===== src/rtl/ama_riscv_mmio_uart.sv =====
`timescale 1ns/1ps
// MMIO UART: 8N1 TX from core stores, RX into a load-consumed holding register.
// TX: start bit one cycle after accept, ready low for 10 bit times. RX: valid 2+T/2+9T+1 cycles after the falling edge, overrun overwrites.
module ama_riscv_mmio_uart #(
    parameter int CLOCK_FREQ = 125_000_000,
    parameter int BAUD_RATE  = 115_200
) (
    input  logic       clk,
    input  logic       rst_n,
    input  logic       store_to_uart,
    input  logic [7:0] mmio_uart_data_in,
    output logic       mmio_data_in_ready,
    input  logic       load_from_uart,
    output logic [7:0] mmio_uart_data_out,
    output logic       mmio_data_out_valid,
    input  logic       serial_in,
    output logic       serial_out
);

    localparam int SYMBOL_EDGE_TIME = CLOCK_FREQ / BAUD_RATE;
    localparam int CW = $clog2(SYMBOL_EDGE_TIME);
    localparam logic [CW-1:0] CNT_LAST  = CW'(SYMBOL_EDGE_TIME - 1);
    // Two cycles of the half-bit are already spent in synchronizer and edge detect.
    localparam logic [CW-1:0] CNT_START = CW'(SYMBOL_EDGE_TIME / 2 - 2);

    generate
        if (SYMBOL_EDGE_TIME < 4) begin : g_bad_baud
            $error("ama_riscv_mmio_uart: CLOCK_FREQ/BAUD_RATE must be at least 4");
        end
    endgenerate

    typedef enum logic [1:0] {IDLE, START, DATA, STOP} uart_state_t;

    // ---------------- TX ----------------
    uart_state_t   tx_state, tx_state_nxt;
    logic [CW-1:0] tx_cnt, tx_cnt_nxt;
    logic [2:0]    tx_idx, tx_idx_nxt;
    logic [7:0]    tx_shift, tx_shift_nxt;
    logic          tx_bit_nxt;
    logic          tx_last;

    assign tx_last = (tx_cnt == CNT_LAST);

    always_ff @(posedge clk or negedge rst_n) begin
        if (!rst_n) begin
            tx_state           <= IDLE;
            tx_cnt             <= '0;
            tx_idx             <= '0;
            tx_shift           <= '0;
            serial_out         <= 1'b1;
            mmio_data_in_ready <= 1'b1;
        end else begin
            tx_state           <= tx_state_nxt;
            tx_cnt             <= tx_cnt_nxt;
            tx_idx             <= tx_idx_nxt;
            tx_shift           <= tx_shift_nxt;
            serial_out         <= tx_bit_nxt;
            mmio_data_in_ready <= (tx_state_nxt == IDLE);
        end
    end

    always_comb begin
        tx_state_nxt = tx_state;
        tx_cnt_nxt   = tx_cnt;
        tx_idx_nxt   = tx_idx;
        tx_shift_nxt = tx_shift;
        tx_bit_nxt   = serial_out;
        if (tx_state != IDLE) begin
            tx_cnt_nxt = tx_last ? '0 : tx_cnt + CW'(1);
        end
        case (tx_state)
            IDLE: begin
                if (store_to_uart && mmio_data_in_ready) begin
                    tx_state_nxt = START;
                    tx_shift_nxt = mmio_uart_data_in;
                    tx_bit_nxt   = 1'b0;
                end
            end
            START: begin
                if (tx_last) begin
                    tx_state_nxt = DATA;
                    tx_idx_nxt   = '0;
                    tx_bit_nxt   = tx_shift[0];
                end
            end
            DATA: begin
                if (tx_last) begin
                    if (tx_idx == 3'd7) begin
                        tx_state_nxt = STOP;
                        tx_bit_nxt   = 1'b1;
                    end else begin
                        tx_idx_nxt   = tx_idx + 3'd1;
                        tx_shift_nxt = tx_shift >> 1;
                        tx_bit_nxt   = tx_shift[1];
                    end
                end
            end
            STOP: begin
                if (tx_last) begin
                    tx_state_nxt = IDLE;
                end
            end
            default: tx_state_nxt = IDLE;
        endcase
    end

    // ---------------- RX ----------------
    logic          sync1, sync2, sync_prev;
    uart_state_t   rx_state, rx_state_nxt;
    logic [CW-1:0] rx_cnt, rx_cnt_nxt;
    logic [2:0]    rx_idx, rx_idx_nxt;
    logic [7:0]    rx_shift, rx_shift_nxt;
    logic          rx_done, rx_done_nxt;
    logic          rx_last;

    assign rx_last = (rx_cnt == CNT_LAST);

    always_ff @(posedge clk or negedge rst_n) begin
        if (!rst_n) begin
            sync1     <= 1'b1;
            sync2     <= 1'b1;
            sync_prev <= 1'b1;
            rx_state  <= IDLE;
            rx_cnt    <= '0;
            rx_idx    <= '0;
            rx_shift  <= '0;
            rx_done   <= 1'b0;
        end else begin
            sync1     <= serial_in;
            sync2     <= sync1;
            sync_prev <= sync2;
            rx_state  <= rx_state_nxt;
            rx_cnt    <= rx_cnt_nxt;
            rx_idx    <= rx_idx_nxt;
            rx_shift  <= rx_shift_nxt;
            rx_done   <= rx_done_nxt;
        end
    end

    always_comb begin
        rx_state_nxt = rx_state;
        rx_cnt_nxt   = rx_cnt;
        rx_idx_nxt   = rx_idx;
        rx_shift_nxt = rx_shift;
        rx_done_nxt  = 1'b0;
        case (rx_state)
            IDLE: begin
                if (sync_prev && !sync2) begin
                    rx_state_nxt = START;
                    rx_cnt_nxt   = '0;
                end
            end
            START: begin
                if (rx_cnt == CNT_START) begin
                    rx_cnt_nxt   = '0;
                    rx_idx_nxt   = '0;
                    rx_state_nxt = sync2 ? IDLE : DATA;
                end else begin
                    rx_cnt_nxt = rx_cnt + CW'(1);
                end
            end
            DATA: begin
                if (rx_last) begin
                    rx_cnt_nxt   = '0;
                    rx_shift_nxt = {sync2, rx_shift[7:1]};
                    if (rx_idx == 3'd7) begin
                        rx_state_nxt = STOP;
                    end else begin
                        rx_idx_nxt = rx_idx + 3'd1;
                    end
                end else begin
                    rx_cnt_nxt = rx_cnt + CW'(1);
                end
            end
            STOP: begin
                if (rx_last) begin
                    rx_cnt_nxt   = '0;
                    rx_state_nxt = IDLE;
                    rx_done_nxt  = sync2;
                end else begin
                    rx_cnt_nxt = rx_cnt + CW'(1);
                end
            end
            default: rx_state_nxt = IDLE;
        endcase
    end

    // A delivery takes priority over a load landing in the same cycle.
    always_ff @(posedge clk or negedge rst_n) begin
        if (!rst_n) begin
            mmio_uart_data_out  <= 8'h00;
            mmio_data_out_valid <= 1'b0;
        end else if (rx_done) begin
            mmio_uart_data_out  <= rx_shift;
            mmio_data_out_valid <= 1'b1;
        end else if (load_from_uart && mmio_data_out_valid) begin
            mmio_data_out_valid <= 1'b0;
        end
    end

endmodule


===== config.mk =====
export PLATFORM = sky130hd
export DESIGN_NAME = ama_riscv_mmio_uart
export DESIGN_NICKNAME = d
export VERILOG_FILES = /design/src/rtl/ama_riscv_mmio_uart.sv
export SDC_FILE = /design/constraint.sdc
export NUM_CORES = 1
export LEC_CHECK = 0
export BUFFER_PORTS_ARGS = -buffer_cell sky130_fd_sc_hd__buf_2
export CAP_MARGIN = 20
export CORE_UTILIZATION = 45
export CTS_BUF_LIST = sky130_fd_sc_hd__clkbuf_2
export DETAILED_ROUTE_END_ITERATION = 10
export GPL_TIMING_DRIVEN = 0
export SYNTH_ARGS = -nofsm -noshare
export SYNTH_HDL_FRONTEND = slang
export SYNTH_SLANG_ARGS = --single-unit
export TNS_END_PERCENT = 20

===== constraint.sdc =====
create_clock -name clk -period 1.9 [get_ports clk]
set_input_delay 0.19 -clock clk [delete_from_list [all_inputs] [get_ports clk]]
set_output_delay 0.19 -clock clk [all_outputs]
set_load 0.005 [all_outputs]

Yosys cells after proc, flatten, opt, wreduce, memory -nomap -nowiden. Index checks and enable logic that the tools add are counted.

Bits in registers: 63.

$add $sub $neg: 4. Eq/ne operators: 21. Multiplexer cells: 39. Reductions and logical operators: 20.

Operator list (number): two-way mux 11 bit (4); one-hot mux 11 bit (3 select lines) (1); two-way mux 8 bit (3); adder 11 x 1 -> 11 bit (second input constant) (2); == test 11 bit (second input constant) (2); two-way mux 2 bit (11); != test 2 bit (second input constant) (10); two-way mux 3 bit (6); one-hot mux 2 bit (4 select lines) (2); one-hot mux 8 bit (2 select lines) (1); AND reduction 4 bit (4); one-hot mux 3 bit (2 select lines) (2); == test 11 x 10 -> 1 bit (second input constant) (1); nonzero test 2 bit (5); == test 2 bit (second input constant) (4); two-way mux 1 bit (8); adder 3 x 1 -> 3 bit (second input constant) (2); == test 3 bit (second input constant) (2); logical NOT 2 bit (3); AND reduction 5 bit (1); == test 2 x 1 -> 1 bit (second input constant) (2); logical AND 1 bit (3); one-hot mux 1 bit (3 select lines) (1); nonzero test 3 bit (1); 3 further kinds (3).

Longest topological paths before layout.
Word-level depth: 5. Gate-level depth with buffers: 8.

Worst setup path before layout. OpenSTA, ideal clock, no wires.

Kind: reg-to-reg. From: register rx_cnt[0]. To: register rx_shift[0]. Library setup time: 0.125 ns. Arrival: 1.667 ns. Setup slack: 0.108 ns. Stages on the path, launching flop included: 7. Buffers on the path: 0. Clock period less this slack: 1.792 ns. Cells stage by stage: dfrtp_1 inv_1 ha_1 nor4b_4 nand4_1 nor2_4 mux2_2.

Longest elaborated chain between the ends: 2.

RTL lines: start, declared (line 110) `logic [CW-1:0] rx_cnt, rx_cnt_nxt;`; start signal, assigned (line 133) `rx_cnt <= rx_cnt_nxt;`; == test 11 bit (line 116) `assign rx_last = (rx_cnt == CNT_LAST);`; AND reduction 2 bit (no source line); end signal, assigned (line 135) `rx_shift <= rx_shift_nxt;`; end, declared (line 112) `logic [7:0] rx_shift, rx_shift_nxt;`.

Every way passes these cells. A chain may end at the register's enable or synchronous reset.

Worst setup path after layout.
From: register rx_cnt[0]. To: register rx_shift[7].

Same word-level chain as after synthesis.

==> results.cfg <==
[logic_synthesis]
async_flop_share_pct = 100
synth_top_flop_cell = dfrtp_1
synth_area_um2 = 3320
yosysSeqAreaShare_pct = 47.7
syn_area_per_cell_um2 = 10.4
synth-edff-count = 0
synth_cell_types = 58
synth-seq-cells = 63
syn-num-nets = 344
yosysWarnings = 0
synth_cells = 319

[die]
core_region_area_um2 = 6940
ios = 24
initial_utilization_pct = 47.7
die-area_um2 = 7720
die_h_um = 87.8
rows = 30
dieWidth_um = 87.8

[detailed_routing]
dr.pass1.iters = 4
drc = 0
ant_nets = 0
avgRoutedWirePerCell_um = 14.9
wl_um = 7050
vias = 2601
drt-initial-drc-count = 72
vias_per_cell = 5.50

[place]
port-buffer-count = 23
hpwlAfterDp_um = 4360
gp_congestion = 0.808
place_area_um2 = 3550

[sta]
timing.fmax_mhz = 536
period_minus_slack_ns = 1.87
final-hold-violation-count = 0
final.setup_skew_ns = 0.0368
maxSlewViolCount = 0
worst_pin_slew_ns = 0.785
setup_violations = 0
slew-limit-headroom_pct = 47.7
rsz0062_at_grt = yes
whs_ns = 0.266
fin_crit_sh_pct = 98.2
tns_ns = 0

[critical_path]
cpMaxStageDelayCell = dfrtp_2
cpPeakStageDelay_ns = 0.46
arrival_ns = 2.28
path_max_fanout = 8
crit_required_ns = 2.31
path_class = reg2reg
cpLargestDelayFamily = simple AND/OR/NAND/NOR gates
crit_chain = inv_2, ha_4, nor4b_4, nand4_1, nor2_4, buf_12, mux2_4
crit_buf_inv = 2
start_kind = flip-flop
crit_path_end_kind = flip-flop

[power_and_ir_drop]
power.internal_w = 0.00213
p_leak_nw = 1.85
power_frac_comb_pct = 20.4
power_density_nw_per_um2 = 762
netSwitchingFraction_pct = 30.9
ir_drop_mv = 0.351
p_seq_share_pct = 46.8
p_sw_w = 0.000951
clkPwrFrac_pct = 32.8

[final_layout]
area_growth_pct = 21.9
final_common_cell = dfrtp_1
layout_common_cells = dfrtp_1 (57), nand2_1 (39), buf_2 (24)
drive_above_1_share_pct = 27.3
antenna_cells = 0
fin_nets = 397
fin_area_um2 = 4040

[grt]
track_usage_pct = 19.2
grt_pass1_vias = 2415
grt_pass1_wl_um = 11400
grt_max_degree = 64
antenna_found_initial = 0
gr-total-overflow = 0

[status]
status = finished, final reports clean

[job]
cap_violations = 0

[clock_network]
cts_tree = yes
clock_tree.buffer_depth = 2
clk_latency_ns = 0.53
cts_buffers = 9
clock_sinks = 63
htree_levels = 3
cts_root_buffer = clkbuf_2
clk_pin_slew_ns = 0.20

[hold_path]
hold_path_class = in2async
[cell type report]
cell class | count | area, µm²
clock buffer | 9 | 45.0
inverter | 15 | 56.3
multi-input combinational | 228 | 1760
sequential | 63 | 1580
tap | 96 | 120
timing repair buffer | 45 | 323
buffer | 10 | 55.1
clock inverter | 7 | 103
fill | 596 | 2900
[cells by family after synthesis]
logic type               share of synthesized area (%)
AO/OA/AOI/OAI                                     15.8
AND/OR/NAND/NOR                                   18.7
buffers and inverters                             3.25
flip-flops                                        47.7
XOR/XNOR                                          1.58
multiplexers                                      8.45
adder cells (fa/ha/maj)                           4.53
[Yosys cell counts (4+ instances only)]
cell	count	share of area [%]
clkbuf_1	11	1.2
o21ai_0	23	3.5
nor3_1	10	1.5
dfstp_2	5	4.0
dfrtp_1	58	44
nand4_1	11	2.1
nand2_1	40	4.5
mux2_2	16	5.4
nor2_1	11	1.2
inv_1	15	1.7
a21oi_1	4	0.60
a221o_1	7	2.1
ha_1	12	4.5
a22o_1	4	1.1
mux2i_1	10	3.0
nand3_1	20	3.0
xor2_1	4	1.1
[state kept, by name, summed over array words and instances (netlist names), 2 cells and up, named ones only]
signal              count
rx_cnt                 11
tx_cnt                 11
mmio_uart_data_out      8
rx_shift                8
tx_shift                8
rx_idx                  3
tx_idx                  3
tx_state                2
[metrics by stage]
stage                     power (W)  setup WS, ns  cells  util, %
after floorplan             0.00173         0.108    319        -
after global placement      0.00185        -0.236    438     51.1
after detailed placement    0.00187        -0.245    438     51.2
after CTS                   0.00297       -0.0166    469     56.0
after global routing        0.00324       -0.0771    473     58.2
final                       0.00308        0.0337    473     58.2
[power groups by stage]
stage | combinational (W) | clock [W] | sequential [W]
after floorplan | 0.000270 | 0 | 0.00146
after global placement | 0.000372 | 0 | 0.00148
after detailed placement | 0.000385 | 0 | 0.00148
after CTS | 0.000493 | 0.00104 | 0.00143
after global routing | 0.000688 | 0.00111 | 0.00145
final | 0.000629 | 0.00101 | 0.00144
[worst reg2reg max path: stages, from the launching register on]
cell and delay [ns]:
dfrtp_2 0.46, inv_2 0.07, ha_4 0.11, nor4b_4 0.28
nand4_1 0.23, nor2_4 0.17, buf_12 0.15, mux2_4 0.30
[routing by layer]
layer / routed length [µm] / track usage [%] / share of wire [%] / vias to the layer above
li1: - / - / - / 1292
met1: 3390 / 25.0 / 48 / 1254
met2: 3360 / 30.2 / 48 / 48
met3: 246 / 6.41 / 3.5 / 7
met4: 55 / 6.71 / 0.78 / 0
met5: 0 / 0 / 0 / -
[repair_timing]
item / in CTS / in global routing
resized for setup: 12 / 30
setup endpoints to repair: 39 / 34
buffers inserted: 4 / 5
pin swaps: 2 / 6
cloned: 0 / 1
endpoints found under the hold margin: 69 / 0
hold buffers: 12 / 0
[path summary, 6_finish.rpt]
| kind | from | endpoint | slack, ns | depth (start not counted) |
|---|---|---|---|---|
| setup / recovery | rx_cnt[0]$_DFFE_PN0N_ | rx_shift[7]$_DFFE_PN0P_ | 0.03 | 7 |
| hold / removal | rst_n | rx_cnt[2]$_DFFE_PN0N_ | 0.27 | 2 |
| setup reg to reg | rx_cnt[0]$_DFFE_PN0N_ | rx_shift[7]$_DFFE_PN0P_ | 0.03 | 7 |
| hold reg to reg | sync1$_DFF_PN1_ | sync2$_DFF_PN1_ | 0.36 | 0 |
| max in group asynchronous | rst_n | tx_idx[1]$_DFFE_PN0P_ | 1.11 | 2 |
| min in group clk | serial_in | sync1$_DFF_PN1_ | 0.34 | 2 |
No activity file was read; power rests on OpenSTA's default activity.
